**src/rtl/sc_matmul_sequencer.sv**
```systemverilog
// -----------------------------------------------------------------------------
// sc_matmul_sequencer
//
// Runs one stochastic matrix-multiply pass: enables the upstream stochastic
// number generators and walks the dot-product mux select for STREAM_LENGTH
// cycles, waits LATENCY cycles for the datapath to drain, and counts the ones
// on every output stream over the latency-shifted window. The finished
// M x O count vector is offered to the write-back stage on valid/ready.
//
// Ports
//   clk            in   clock, all state on the rising edge
//   rst            in   asynchronous, active-low reset
//   start          in   begin a pass (honoured only in IDLE)
//   busy           out  high while streaming or draining
//   streamEn       out  SNG enable, high only while streaming
//   sel            out  dot-product mux select, 0 outside streaming
//   outputStreams  in   datapath result bits, index i*O+j
//   outputWriteEn  in   datapath output qualifier
//   results        out  count k at [k*COUNT_WIDTH +: COUNT_WIDTH]
//   resultValid    out  results complete and stable
//   resultReady    in   consumer accepts results
// -----------------------------------------------------------------------------
module sc_matmul_sequencer #(
    parameter int BATCH_SIZE      = 4,
    parameter int OUTPUT_FEATURES = 4,
    parameter int SELECT_WIDTH    = 2,
    parameter int STREAM_LENGTH   = 256,
    parameter int LATENCY         = 2,
    parameter int COUNT_WIDTH     = $clog2(STREAM_LENGTH + 1)
) (
    input  logic                                              clk,
    input  logic                                              rst,
    input  logic                                              start,
    output logic                                              busy,
    output logic                                              streamEn,
    output logic [SELECT_WIDTH-1:0]                           sel,
    input  logic [BATCH_SIZE*OUTPUT_FEATURES-1:0]             outputStreams,
    input  logic                                              outputWriteEn,
    output logic [BATCH_SIZE*OUTPUT_FEATURES*COUNT_WIDTH-1:0] results,
    output logic                                              resultValid,
    input  logic                                              resultReady
);

    localparam int N     = BATCH_SIZE * OUTPUT_FEATURES;
    // One counter serves both the stream phase and the drain phase.
    localparam int CNT_W = $clog2(STREAM_LENGTH + LATENCY);

    typedef enum logic [1:0] {
        ST_IDLE   = 2'd0,
        ST_STREAM = 2'd1,
        ST_DRAIN  = 2'd2,
        ST_DONE   = 2'd3
    } state_e;

    state_e                              state_q, state_d;
    logic [CNT_W-1:0]                    cnt_q, cnt_d;
    logic                                busy_q, busy_d;
    logic                                stream_en_q, stream_en_d;
    logic [SELECT_WIDTH-1:0]             sel_q, sel_d;
    logic                                valid_q, valid_d;
    logic [LATENCY-1:0]                  win_q, win_d;
    logic [N-1:0][COUNT_WIDTH-1:0]       counts_q, counts_d;
    logic                                count_en_s;
    logic                                start_acc_s;

    assign start_acc_s = (state_q == ST_IDLE) && start;
    // The count window is streamEn delayed by the datapath latency.
    assign count_en_s  = win_q[LATENCY-1];

    // Next-state and phase-counter logic.
    always_comb begin
        state_d = state_q;
        cnt_d   = cnt_q;
        case (state_q)
            ST_IDLE: begin
                if (start) begin
                    state_d = ST_STREAM;
                    cnt_d   = {CNT_W{1'b0}};
                end else begin
                    state_d = ST_IDLE;
                end
            end
            ST_STREAM: begin
                if (cnt_q == CNT_W'(STREAM_LENGTH - 1)) begin
                    state_d = ST_DRAIN;
                    cnt_d   = {CNT_W{1'b0}};
                end else begin
                    cnt_d   = cnt_q + {{(CNT_W-1){1'b0}}, 1'b1};
                end
            end
            ST_DRAIN: begin
                if (cnt_q == CNT_W'(LATENCY - 1)) begin
                    state_d = ST_DONE;
                    cnt_d   = {CNT_W{1'b0}};
                end else begin
                    cnt_d   = cnt_q + {{(CNT_W-1){1'b0}}, 1'b1};
                end
            end
            ST_DONE: begin
                if (resultReady) begin
                    state_d = ST_IDLE;
                end else begin
                    state_d = ST_DONE;
                end
            end
            default: begin
                state_d = ST_IDLE;
                cnt_d   = {CNT_W{1'b0}};
            end
        endcase
    end

    // Outputs are decoded from the next state so they can be registered
    // without adding a cycle of latency.
    always_comb begin
        busy_d      = (state_d == ST_STREAM) || (state_d == ST_DRAIN);
        stream_en_d = (state_d == ST_STREAM);
        valid_d     = (state_d == ST_DONE);
        if (state_d == ST_STREAM) begin
            sel_d = cnt_d[SELECT_WIDTH-1:0];
        end else begin
            sel_d = {SELECT_WIDTH{1'b0}};
        end
    end

    // Latency shift register feeding the count window.
    always_comb begin
        win_d    = win_q;
        win_d[0] = stream_en_q;
        for (int i = 1; i < LATENCY; i++) begin
            win_d[i] = win_q[i-1];
        end
    end

    // Per-stream ones counters; cleared on start accept, otherwise count
    // qualified ones inside the window. No overflow is possible.
    always_comb begin
        counts_d = counts_q;
        for (int k = 0; k < N; k++) begin
            if (start_acc_s) begin
                counts_d[k] = {COUNT_WIDTH{1'b0}};
            end else if (count_en_s && outputWriteEn && outputStreams[k]) begin
                counts_d[k] = counts_q[k] + {{(COUNT_WIDTH-1){1'b0}}, 1'b1};
            end else begin
                counts_d[k] = counts_q[k];
            end
        end
    end

    // Control state, phase counter and registered control outputs.
    always_ff @(posedge clk or negedge rst) begin
        if (!rst) begin
            state_q     <= ST_IDLE;
            cnt_q       <= {CNT_W{1'b0}};
            busy_q      <= 1'b0;
            stream_en_q <= 1'b0;
            sel_q       <= {SELECT_WIDTH{1'b0}};
            valid_q     <= 1'b0;
        end else begin
            state_q     <= state_d;
            cnt_q       <= cnt_d;
            busy_q      <= busy_d;
            stream_en_q <= stream_en_d;
            sel_q       <= sel_d;
            valid_q     <= valid_d;
        end
    end

    // Count window shift register and result counters.
    always_ff @(posedge clk or negedge rst) begin
        if (!rst) begin
            win_q    <= {LATENCY{1'b0}};
            counts_q <= {(N*COUNT_WIDTH){1'b0}};
        end else begin
            win_q    <= win_d;
            counts_q <= counts_d;
        end
    end

    assign busy        = busy_q;
    assign streamEn    = stream_en_q;
    assign sel         = sel_q;
    assign resultValid = valid_q;
    assign results     = counts_q;

endmodule

```
**config.mk**
```make
export PLATFORM = sky130hd
export DESIGN_NAME = sc_matmul_sequencer
export DESIGN_NICKNAME = d
export VERILOG_FILES = /design/src/rtl/sc_matmul_sequencer.sv
export SDC_FILE = /design/constraint.sdc
export NUM_CORES = 1
export LEC_CHECK = 0
export ABC_AREA = 1
export BUFFER_PORTS_ARGS = -buffer_cell sky130_fd_sc_hd__buf_2
export CORE_ASPECT_RATIO = 0.6
export CORE_MARGIN = 5
export CORE_UTILIZATION = 51
export DETAILED_ROUTE_END_ITERATION = 10
export PLACE_DENSITY = 0.77
export SLEW_MARGIN = 0
export SYNTH_ARGS = -nofsm -noshare
export SYNTH_HDL_FRONTEND = slang
export SYNTH_SLANG_ARGS = --single-unit
```
**constraint.sdc**
```tcl
create_clock -name clk -period 1.9 [get_ports clk]
set_clock_uncertainty 0.15 [all_clocks]
set_input_delay 0.095 -clock clk [delete_from_list [all_inputs] [get_ports clk]]
set_output_delay 0.095 -clock clk [all_outputs]
set_load 0.1 [all_outputs]
```
* Word-level counts from Yosys, hierarchy flattened
Cells that the tools add are included.
Storage, ports and cells: flip-flop bits (word level) 162, bits of input ports 21, output and inout bits 149, logic and storage cells 130
Cells by class: add/subtract/negate cells 17, eq/ne operators 9, muxes and demuxes 42, reduce and logical (&&, ||, !) cells 38
Operator list (count):
- $mux 9 | 35
- $add 9x1->9 const B | 17
- $reduce_bool 2->1 | 16
- $pmux 9 s3 | 1
- $logic_and 1x1->1 | 18
- $eq 9x1->1 const B | 1
- $eq 9x8->1 const B | 1
- $eq 2x2->1 const B | 4
- $mux 2 | 4
- $pmux 2 s4 | 1
- $eq 2x1->1 const B | 2
- $reduce_bool 3->1 | 1
- $logic_not 2->1 | 1
- $ne 2x2->1 const B | 1
- $reduce_and 2->1 | 1
- $logic_or 1x1->1 | 1
- $mux 1 | 1

* Depth between registers and ports, before layout
word-level depth 5, mapped depth 12, gate-level depth less buffers 12

* Worst setup path before layout
Ideal clock, no wire load.
path kind register to register, start reg cnt_q[0], end reg busy_q, in the netlist busy, library setup time 113 ps, arrival 1875 ps, required time 1637 ps, setup slack -238 ps, stages on the path, launching flop included 12, buffers on the path 0, period minus slack after synthesis 2138 ps, cells stage by stage dfrtp_1 > ha_1 > nand2_1 > nor2_1 > nand3_1 > nor2_1 > ha_1 > nor2_1 > nor3_1 > a21boi_0 > ha_1 > inv_1
Between the ends: cells in the longest elaborated chain, start to end 5, elaborated cells on any way between the ends 8, classes of those cells eq/ne (4); mux (3); reduce/logical (1)
Ends and longest elaborated chain:
- start: declaration | RTL line 56 | logic [CNT_W-1:0] cnt_q, cnt_d;
- start signal: assignment | RTL line 154 | cnt_q <= {CNT_W{1'b0}};
- start signal: assignment | RTL line 161 | cnt_q <= cnt_d;
- $eq 9x1->1 or $eq 9x8->1 (tied branches) | RTL line 92, 84
- $mux 2 (on tied branches) | RTL line 92, 84
- $pmux 2 s4 (*) | RTL line 74 | case (state_q)
- named net state_d[0] | RTL line 55 | state_e state_q, state_d;
- $eq 2x1->1 or $eq 2x2->1 (tied branches) | RTL line 116 | busy_d = (state_d == ST_STREAM) || (state_d == ST_DRAIN);
- $logic_or 1x1->1 (*) | RTL line 116
- named net busy_d | RTL line 57 | logic busy_q, busy_d;
- end signal: assignment | RTL line 162 | busy_q <= busy_d;
- end: declaration | RTL line 57
Mark *: on every way through the listed nets, which the timed path passes. The rest lies on a longest branch. A chain may end at the register's enable or synchronous reset.

* Worst setup path in the final report
start reg cnt_q[1], end reg busy_q, in the netlist busy
Same word-level chain as after synthesis.

==> flow_metrics.tcl <==
set metrics [dict create \
    worstPathArrival_ns 2.20 \
    seq_area_frac_synth_pct 45.50 \
    final_util_pct 65.73 \
    antenna_found_initial 0 \
    antenna_cells 0 \
    finalCritPeriodShare_pct 107.2 \
    syn_inst 1179 \
    violations "setup timing" \
    htree_levels 4 \
    setup.worst_path.start "cnt_q[1]" \
    crit_end "busy" \
    hp-class "in2async" \
    hold_ws_ns 0.01888 \
    crit_fanout 2 \
    numCtsBuffers 17 \
    remaining_drc_errors 0 \
    grt_overflow 0 \
    routed_wl_mm 23.72 \
    clockBufferDepth 2 \
    track_usage_pct 23.03 \
    ys_async_sr_fraction_pct 100.0 \
    required_ns 2.07 \
    grt_first_pass_wirelength_mm 39.05 \
    gp_congestion 0.8876 \
    min_period_ns 2.037 \
    clkTransAtPathRegs_ns 0.06 \
    worstSkewPairLatency_ns 0.42 \
    setup_tns_ns -0.6980 \
    die_x_um 180.6 \
    syn2layout_area_growth_pct 26.36 \
    wire_per_inst_um 14.41 \
    grt_max_degree 52 \
    synth_fp_nets 1223 \
    r2r_setup_slack_ns -0.14 \
    maxCapViolCount 0 \
    critPathKind "reg2reg" \
    slew_headroom_pct 64.79 \
    vias_per_cell 5.205 \
    start_kind "register" \
    yosys_most_used_dff "dfrtp_1" \
    initial_core_util_pct 52.02 \
    std_cell_rows 37 \
    die-height_um 112.4 \
    clock_sinks 162 \
    drive_above_1_share_pct 23.37 \
    finalSetupViolCount 6 \
    drt_pass1_iterations 5 \
    rr_worst_depth 11 \
    ant_nets 0 \
    post-dp-hpwl_mm 16.88 \
    rsz0062_at_grt "yes" \
    io_pins 170 \
    synth-seq-cells 162 \
    crit_path_end_kind "register" \
    synth_cell_types 31 \
    netlist_area_um2 8910 \
    via_count 8568 \
    worst_slack_ns -0.1375 \
    final_cell_mix "287 x nand2_1, 168 x buf_2, 162 x inv_1" \
    coreArea_um2 17130 \
    rr_startpoint "cnt_q[1]" \
    synth_edf_count 0 \
    die_area_um2 20300 \
    cts-root-buf "clkbuf_16" \
    worstMarginPinSlew_ns 0.5318 \
    outcome "finished, violations left" \
    r2r_end "busy" \
    drt_iter0_drc 628 \
    grt_pass1_vias 8000 \
    cts_tree "built" \
    avgSynthCellArea_um2 7.557 \
    final_common_cell "nand2_1" \
    hold_viol_final 0 \
    ys_warn_count 0 \
    fmax_ghz 0.4908 \
    nets 1443 \
    port_buffers 169 \
    finalMaxSlewViolations 0 \
]
[cell families (layout without fill, tap and decap cells)]
family	after synthesis	after routing	synth area share, %
buf+inv	195	427	9.620
xor+xnor	5	5	0.4915
simple gates	628	629	31.26
compound gates	166	166	9.900
fa+ha+maj	23	23	3.230
flops	162	162	45.50
[Yosys cell counts (3+ instances only)]
cell type,n,area share (%)
nand4_1,46,3.2
nand2_2,6,0.42
nor3_1,44,2.5
nor2_2,3,0.21
buf_2,16,0.90
o31ai_1,5,0.42
ha_1,23,3.2
nand3_1,102,5.7
buf_6,11,1.4
xor2_1,5,0.49
a21oi_1,57,3.2
a21o_1,11,0.93
o21ai_0,71,4.0
dfrtp_1,162,45
inv_1,164,6.9
o21ai_1,17,0.95
nand2_4,9,1.1
nor2_1,116,4.9
nand2_1,297,13
[per-stage QoR]
step                      instances  setup slack (ns)  area, um2
after global routing           1646           -0.2280      11260
after floorplan                1179           -0.1586       8967
final                          1646           -0.1375      11260
after detailed placement       1588           -0.1736      10210
after CTS                      1641           -0.1136      11150
after global placement         1588           -0.1278      10210
[what timing repair did]
item                                    CTS  global route
endpoints found under the setup margin   16            20
gates cloned                              0             1
gates resized for setup                  17            21
pin swaps                                 8             8
hold buffers                             17             0
hold endpoints to repair                201             0
setup buffers                             4             4
[how the worst min path moves through the flow]
stage | end | slack [ns] | cells past startpoint
global placement | results[7] | -0.1 | 1
CTS | results[7] | 0.01 | 2
finish | results[8] | 0.02 | 2
floorplan | busy | -0.35 | 0
detailed placement | results[7] | -0.1 | 1
global route | state_q[1] | 0.04 | 5
[routing by layer]
layer | global-route usage [%] | routed length [um] | vias up
met1 | 33.90 | 11590 | 3971
met4 | 5.791 | 306 | 0
li1 | - | - | 4308
met5 | 0 | 0 | -
met2 | 34.33 | 10170 | 261
met3 | 5.699 | 1649 | 28
[worst max-delay path, cell delays in order, from the launching register on]
cell,delay [ns]
dfrtp_1,0.36
ha_2,0.19
nand2_2,0.06
nor2_4,0.12
nand3_2,0.11
nor2_4,0.16
ha_4,0.14
nor2_2,0.04
nor3_2,0.20
a21boi_2,0.12
ha_4,0.28
inv_2,0.03
[registers in the layout, indices dropped and copies added (netlist names)]
signal	cells
cnt_q	9
state_q	2
win_q	2
sel	2
streamEn	1
busy	1
results	144
resultValid	1
[final cells by class]
| type | count | area [um2] |
|---|---|---|
| Fill cell | 1387 | 5871 |
| Multi-Input combinational cell | 823 | 4158 |
| Sequential cell | 162 | 4096 |
| Timing Repair Buffer | 229 | 1419 |
| Inverter | 166 | 628.1 |
| Clock buffer | 20 | 436.7 |
| Tap cell | 234 | 292.8 |
| Clock inverter | 12 | 227.7 |
Power is not shown: default switching activity piles up to over one toggle a cycle in this logic, so the estimate is an artifact.
